**src/rtl/reg_writer_if.sv**
```systemverilog
// Write-request channel for reg_writer: valid/ready handshake carrying a register index and data.
interface reg_writer_if;
    logic        wvalid;
    logic        wready;
    logic [4:0]  waddr;
    logic [31:0] wdata;

    modport master (output wvalid, output waddr, output wdata, input wready);
    modport slave  (input wvalid, input waddr, input wdata, output wready);
endinterface

```
**src/rtl/reg_writer.sv**
```systemverilog
// 32x32 register array fed through a 2-entry in-order write buffer; register 0 is hardwired to zero.
// Optional macro REG_WRITER_BYPASS_EN: writes accepted while the buffer is empty commit on the accept edge.
module reg_writer (
    input  logic            clk,
    input  logic            rst_n,
    reg_writer_if.slave     wr,
    input  logic            flush,
    output logic [1023:0]   regs_flat,
    output logic [1:0]      pending,
    output logic [15:0]     commit_cnt
);
    logic [4:0]  fifo_addr [2];
    logic [31:0] fifo_data [2];
    logic        head;
    logic [1:0]  count;
    logic [31:0] regs [1:31];

    logic        push;
    logic        pop;
    logic        bypass;
    logic        fifo_push;
    logic        tail;
    logic        commit_en;
    logic [4:0]  commit_addr;
    logic [31:0] commit_data;

    assign wr.wready = (count < 2'd2);
    assign pending   = count;

    assign push = wr.wvalid && wr.wready && !flush;
    assign pop  = (count != 2'd0) && !flush;
`ifdef REG_WRITER_BYPASS_EN
    assign bypass = push && (count == 2'd0);
`else
    assign bypass = 1'b0;
`endif
    assign fifo_push = push && !bypass;
    assign tail      = head ^ count[0];

    // Head entry takes priority; bypass only occurs when the buffer is empty so they never collide.
    always_comb begin
        commit_en   = 1'b0;
        commit_addr = '0;
        commit_data = '0;
        if (pop) begin
            commit_en   = 1'b1;
            commit_addr = fifo_addr[head];
            commit_data = fifo_data[head];
        end else if (bypass) begin
            commit_en   = 1'b1;
            commit_addr = wr.waddr;
            commit_data = wr.wdata;
        end
    end

    always_ff @(posedge clk or negedge rst_n) begin
        if (!rst_n) begin
            head  <= 1'b0;
            count <= '0;
            for (int unsigned i = 0; i < 2; i++) begin
                fifo_addr[i] <= '0;
                fifo_data[i] <= '0;
            end
        end else if (flush) begin
            count <= '0;
        end else begin
            if (fifo_push) begin
                fifo_addr[tail] <= wr.waddr;
                fifo_data[tail] <= wr.wdata;
            end
            if (pop)
                head <= ~head;
            count <= count + {1'b0, fifo_push} - {1'b0, pop};
        end
    end

    always_ff @(posedge clk or negedge rst_n) begin
        if (!rst_n) begin
            commit_cnt <= '0;
            for (int unsigned i = 1; i < 32; i++)
                regs[i] <= '0;
        end else if (commit_en && (commit_addr != 5'd0)) begin
            regs[commit_addr] <= commit_data;
            commit_cnt        <= commit_cnt + 16'd1;
        end
    end

    always_comb begin
        regs_flat[31:0] = '0;
        for (int unsigned i = 1; i < 32; i++)
            regs_flat[32*i +: 32] = regs[i];
    end
endmodule

```
**src/flat_wrapper.sv**
```systemverilog
// flat-port wrapper written by rule: the top's interface ports become plain ports
module reg_writer_flat 
  (clk, rst_n, flush, regs_flat, pending, commit_cnt, wr_wvalid, wr_waddr, wr_wdata, wr_wready);
  reg_writer_if wr_i ();
  input  logic clk;
  input  logic rst_n;
  input  logic flush;
  output logic [1023:0] regs_flat;
  output logic [1:0] pending;
  output logic [15:0] commit_cnt;
  input wire logic [$bits(wr_i.wvalid)-1:0] wr_wvalid;
  input wire logic [$bits(wr_i.waddr)-1:0] wr_waddr;
  input wire logic [$bits(wr_i.wdata)-1:0] wr_wdata;
  output wire logic [$bits(wr_i.wready)-1:0] wr_wready;
  assign wr_i.wvalid = wr_wvalid;
  assign wr_i.waddr = wr_waddr;
  assign wr_i.wdata = wr_wdata;
  assign wr_wready = wr_i.wready;
  reg_writer u_core (.clk(clk), .rst_n(rst_n), .wr(wr_i), .flush(flush), .regs_flat(regs_flat), .pending(pending), .commit_cnt(commit_cnt));
endmodule
```
**config.mk**
```make
export PLATFORM = sky130hd
export DESIGN_NAME = reg_writer_flat
export DESIGN_NICKNAME = d
export VERILOG_FILES = /design/src/rtl/reg_writer_if.sv /design/src/rtl/reg_writer.sv /design/src/flat_wrapper.sv
export SDC_FILE = /design/constraint.sdc
export NUM_CORES = 2
export LEC_CHECK = 0
export CAP_MARGIN = 15
export CORE_AREA = 2 2 417 419
export DETAILED_ROUTE_END_ITERATION = 8
export DIE_AREA = 0 0 419 421
export PLACE_DENSITY = 0.46
export SLEW_MARGIN = 20
export SYNTH_ARGS = -nofsm -noshare
export SYNTH_HDL_FRONTEND = slang
export SYNTH_SLANG_ARGS = --single-unit
```
**constraint.sdc**
```tcl
create_clock -name clk -period 3.8 [get_ports clk]
set_clock_uncertainty 0.1 [all_clocks]
set_input_delay 0.76 -clock clk [delete_from_list [all_inputs] [get_ports clk]]
set_output_delay 0.76 -clock clk [all_outputs]
set_load 0.02 [all_outputs]
```
Yosys cells after proc, flatten, opt, wreduce, memory -nomap -nowiden --
Index checks and enable logic that the tools add are counted.
Storage, ports and cells: register bits 1085, bits of input ports 41, output and inout bits 1043, logic and storage cells 83
Operators by class: add/sub/neg operators 3, $lt $le $gt $ge 6, multiplexer cells 19, bitwise logic cells 6, reduce and logical (&&, ||, !) cells 11
Operators with widths (count):
- 992-bit bitwise mux | 1
- 32-bit two-way mux | 6
- 32-bit demux with 5-bit select | 1
- 64-bit bitwise mux | 1
- 32-bit demux with 1-bit select | 1
- 5-bit two-way mux | 5
- 16-bit by 1-bit adder with 16-bit output (second input constant) | 1
- 10-bit bitwise mux | 1
- 6-bit greater-or-equal comparator (second input constant) | 1
- 1-bit logical AND | 6
- 6-bit by 1-bit < comparator with 1-bit output (second input constant) | 1
- 5-bit NOT with 6-bit output | 1
- 5-bit demux with 1-bit select | 1
- 5-bit nonzero test | 1
- 2-bit greater-or-equal comparator (second input constant) | 2
- 1-bit NOT with 2-bit output | 2
- 2-bit AND reduction | 2
- 2-bit by 1-bit adder with 2-bit output | 1
- 2-bit by 1-bit < comparator with 1-bit output (second input constant) | 1
- 2-bit < comparator (second input constant) | 1
- 2-bit two-way mux | 1
- 1-bit NOT | 2
- 2-bit nonzero test | 1
- 2-bit by 1-bit subtractor with 2-bit output | 1
- 3 further kinds | 3

Depth between registers and ports, before layout --
depth after elaboration 11, mapped depth 10, depth with buffers taken out 7

Worst setup path after synthesis --
No wires, ideal clock.
path kind input port to flip-flop, from input port flush, to register u_core.regs (netlist bit u_core.regs_flat[100]), library setup time 0.125 ns, data arrival time 2.380 ns, required time 3.575 ns, setup slack 1.196 ns, stages on the path 8, path buffers 3, cell sequence o21bai_4 inv_1 and2_0 clkbuf_1 buf_2 nor3b_2 buf_2 mux2_2
Between the ends: longest elaborated chain between the ends 9, elaborated cells between the ends (all ways) 14, those cells by class order compare: 2; mux: 6; bitwise: 1; reduce/logical: 5
RTL lines:
- from (decl) | line flat_wrapper.sv:7 | input logic flush;
- 1-bit logical NOT * | line reg_writer.sv:31 | assign pop = (count != 2'd0) && !flush;
- 1-bit logical AND * | line reg_writer.sv:31
- 5-bit two-way mux | line reg_writer.sv:45 | if (pop) begin
- 5-bit NOT with 6-bit output (implied by the code) | line reg_writer.sv:83 | regs[commit_addr] <= commit_data;
- 6-bit greater-or-equal comparator (implied by the code) or 6-bit by 1-bit < comparator with 1-bit output (tied branches) | line reg_writer.sv:83
- 1-bit logical AND (implied by the code) | line reg_writer.sv:83
- 32-bit two-way mux (implied by the code) | line reg_writer.sv:83
- 32-bit demux with 5-bit select | line reg_writer.sv:83
- 992-bit bitwise mux | line reg_writer.sv:83
- to (signal, indexed assignment) | line reg_writer.sv:83
- to (decl) | line reg_writer.sv:16 | logic [31:0] regs [1:31];
Mark *: on every way between the ends. The rest lies on a longest branch, timed or not. A chain may end at the register's enable or synchronous reset.

Final worst setup path --
from register u_core.head, to register u_core.regs (netlist bit u_core.regs_flat[139])
Between the ends: longest elaborated chain between the ends 11, elaborated cells between the ends (all ways) 18, those cells by class order compare: 2; mux: 11; bitwise: 2; reduce/logical: 3
RTL lines:
- from (decl) | line reg_writer.sv:14 | logic head;
- from (signal assigned) | line reg_writer.sv:72 | head <= ~head;
- 1-bit NOT with 2-bit output (implied by the code) * | line reg_writer.sv:47, reg_writer.sv:48
- 5-bit two-way mux (implied by the code) (3 in a row) | line reg_writer.sv:47 | commit_addr = fifo_addr[head];
- 5-bit two-way mux | line reg_writer.sv:45
- 5-bit NOT with 6-bit output (implied by the code) | line reg_writer.sv:83
- 6-bit greater-or-equal comparator (implied by the code) or 6-bit by 1-bit < comparator with 1-bit output (tied branches) | line reg_writer.sv:83
- 1-bit logical AND (implied by the code) | line reg_writer.sv:83
- 32-bit two-way mux (implied by the code) | line reg_writer.sv:83
- 32-bit demux with 5-bit select | line reg_writer.sv:83
- 992-bit bitwise mux | line reg_writer.sv:83
Mark *: on every way between the ends. The rest lies on a longest branch, timed or not. The select of a mux whose other input is x is not followed.

==> results.py <==
metrics = {
    "pwr": {
        "ir_drop_uv": 467,
        "p_leak_nw": 27.8,
        "power_density_nw_per_um2": 691,
    },
    "die": {
        "dieHeight_um": 421,
        "dieArea_um2": 176000,
        "start_util_pct": 24.3,
        "die_w_um": 419,
        "coreArea_um2": 172000,
        "io_pins": 1084,
        "rows": 153,
    },
    "setup_path": {
        "cp_data_arrival_time_ns": 3.66,
        "cp-end-kind": "register",
        "critPathKind": "reg -> reg",
        "required_ns": 4.35,
        "start_kind": "register",
        "crit_fanout": 23,
        "critical-path-slowest-cell": "dfrtp_4",
        "crit_chain": "buf_4 -> mux2i_1 -> a21o_1 -> and3_4 -> buf_12 -> mux2_2",
        "critPathMaxStageDelay_ns": 0.64,
    },
    "yosys": {
        "synth_cells": 2582,
        "synth_flop_cell": "dfrtp_1",
        "async_flop_share_pct": 100,
        "syn_area_um2": 41900,
        "synth.distinct_cells": 46,
        "syn_area_per_cell_um2": 16.2,
        "yosysSeqAreaShare_pct": 64.8,
        "ys_ff_latch": 1085,
        "ys_warn_count": 0,
        "synth_edf_count": 0,
    },
    "timing": {
        "setup_viol": 0,
        "fin_crit_ns": 3.11,
        "slew_violations": 0,
        "max_slew.worst_pin.slew_ns": 0.931,
        "fin_setup_tns_ns": 0,
        "relSlewSlack_pct": 37.9,
        "hold_violations": 0,
        "fin_ws_ns": 0.685,
        "clock.fmax_mhz": 321,
        "period_share_pct": 82.0,
        "rsz0062_at_grt": "false",
        "timing.hold.ws_ns": 0.376,
    },
    "clock_network": {
        "clk_path_buf_depth": 3,
        "cts_made_buffers": 133,
        "cts_num_sinks": 1085,
        "cts_max_level": 4,
        "cts_root_buf": "clkbuf_16",
        "clk_pin_slew_ns": 0.06,
        "clk_latency_ns": 0.78,
        "tritoncts": "done",
    },
    "route": {
        "dr.pass1.iters": 5,
        "num_vias": 26681,
        "wirelength_um": 175000,
        "drcViolationCount": 0,
        "viasPerCell": 4.36,
        "postRouteAntennaNets": 0,
        "first_iter_violations": 1119,
        "avgRoutedWirePerCell_um": 28.5,
    },
    "grt": {
        "antenna_found_initial": 26,
        "grt_max_degree": 118,
        "grt_pass1_wl_um": 239000,
        "grt_pass1_vias": 27665,
        "use_met3_pct": 5.25,
        "met2_usage_pct": 35.2,
        "overflow": 0,
        "grt-busiest-layer": "met2",
        "grt_use_met1_pct": 22.4,
        "track_usage_pct": 19.5,
    },
    "placed_design": {
        "post-dp-hpwl_um": 123000,
        "routabilityCongestion": 0.777,
        "pre_cts_ws_ns": 0.326,
        "io_buffers": 1051,
        "dp.cells": 5873,
        "place_area_um2": 55800,
    },
    "run": {
        "maxCapViolCount": 0,
    },
    "cells_and_area": {
        "multi_input_area_um2": 13800,
        "fillerInstances": 16865,
        "finish.instance_area_um2": 60100,
        "layout-drive-gt1-share_pct": 38.3,
        "syn_to_final_growth_pct": 43.4,
        "fin_nets": 3728,
        "stdcell_count": 6121,
        "regArea_um2": 27200,
    },
    "run_status": {
        "status": "finished clean",
    },
    "min_path": {
        "hold_class": "reg -> reg",
    },
}
-- metal layers --
layer,share of wire (%),wire [um]
met1,39,68100
met2,53,91900
met3,6.0,10500
met4,2.4,4270
met5,0.022,38
-- synthesized netlist by cell type, types with 2 or more instances --
library cell / n / area [um2]
buf_4: 46 / 345
and4_1: 5 / 43.8
xnor2_1: 2 / 17.5
clkbuf_1: 99 / 372
and3_1: 6 / 37.5
nor3b_4: 2 / 37.5
a311oi_1: 4 / 35.0
nand4_1: 8 / 50.1
nand3_1: 18 / 90.1
mux2i_1: 3 / 30.0
and2_1: 34 / 213
a31oi_1: 10 / 62.6
nor2_1: 6 / 22.5
mux2_2: 1090 / 12300
buf_6: 13 / 146
dfrtp_1: 1085 / 27200
nand2b_1: 2 / 12.5
buf_1: 3 / 11.3
mux2_1: 11 / 124
ha_1: 3 / 37.5
nor3b_2: 3 / 37.5
xor2_1: 17 / 149
inv_1: 8 / 30.0
buf_2: 73 / 365
nand2_1: 10 / 37.5
-- through the flow --
stage               total power [mW]  utilization, %
floorplan                       21.4               -
global placement                29.5            32.4
detailed placement              29.5            32.4
CTS                             42.4            34.9
global route                    43.5            34.9
finish                          41.6            34.9
-- worst max-delay path, delay by kind of cell, from the launching register on --
family | cells | cell delay, ns
DFF | 1 | 0.64
and+or+nand+nor | 1 | 0.47
muxes | 2 | 0.78
AOI/OAI and AO/OA | 1 | 0.38
buffers and inverters | 2 | 0.55
-- where the power goes --
group	leakage [nW]	total, mW	switching, mW	internal, mW
clock	2.09	12.6	5.16	7.46
sequential	14.7	15.0	1.26	13.8
combinational	10.9	13.9	8.18	5.73
-- cell families after synthesis --
group	share of synthesized area, %
other cells	0.00894
mux	29.7
compound gates	0.439
xor+xnor	0.397
simple gates	1.60
buf+inv	3.03
flops	64.8
fa+ha+maj	0.0895
-- path summary, 6_finish.rpt --
| check | start | to | slack [ns] | cells after the start |
|---|---|---|---|---|
| max | u_core.head | u_core.regs_flat[139] | 0.69 | 6 |
| min | u_core.commit_cnt[15] | u_core.commit_cnt[15] | 0.38 | 1 |
| max reg2reg | u_core.head | u_core.regs_flat[139] | 0.69 | 6 |
| min reg2reg | u_core.commit_cnt[15] | u_core.commit_cnt[15] | 0.38 | 1 |
| max in group asynchronous | rst_n | u_core.regs_flat[587] | 1.84 | 3 |
| min in group asynchronous | rst_n | u_core.regs_flat[560] | 0.53 | 2 |
-- cells in the final DEF (no fill, tap or decap), types with 5 or more instances in the layout --
cell type and instances:
and2_1 24, a31oi_1 10, inv_1 7, nand3_2 7, dfrtp_1 1084, buf_4 76, and2_2 9, bufinv_16 6
buf_12 42, clkdlybuf4s50_1 1050, nor2_1 6, mux2_2 1090, nand2_1 7, mux2_1 11, nand4_1 8, nand3_1 7
xor2_1 17, nor3b_4 5, clkbuf_8 25, clkinv_8 6, clkinv_2 12, diode_2 12, clkbuf_16 135, clkbuf_1 43
conb_1 32
-- final cells by class --
| class | count | share of cell area, % |
|---|---|---|
| inverter | 8 | 0.0499 |
| clock buffer | 203 | 6.46 |
| clock inverter | 32 | 0.670 |
| antenna | 12 | 0.0499 |
| sequential | 1085 | 45.1 |
| tap | 2325 | 4.84 |
| timing repair buffer | 1170 | 19.9 |
| multi-input combinational | 1286 | 22.9 |
-- registers in the layout, indices dropped and copies added (netlist names) --
name	flops
u_core.commit_cnt	16
u_core.fifo_addr	10
u_core.fifo_data	64
u_core.head	1
u_core.pending	2
u_core.regs_flat	992
-- what timing repair did --
item / 4_1_cts / 5_1_grt
resized for setup: 0 / 0
hold buffers: 1 / 0
buffers inserted: 0 / 0
hold endpoints to repair: 37 / 0
Power figures use the tool's default switching activity.
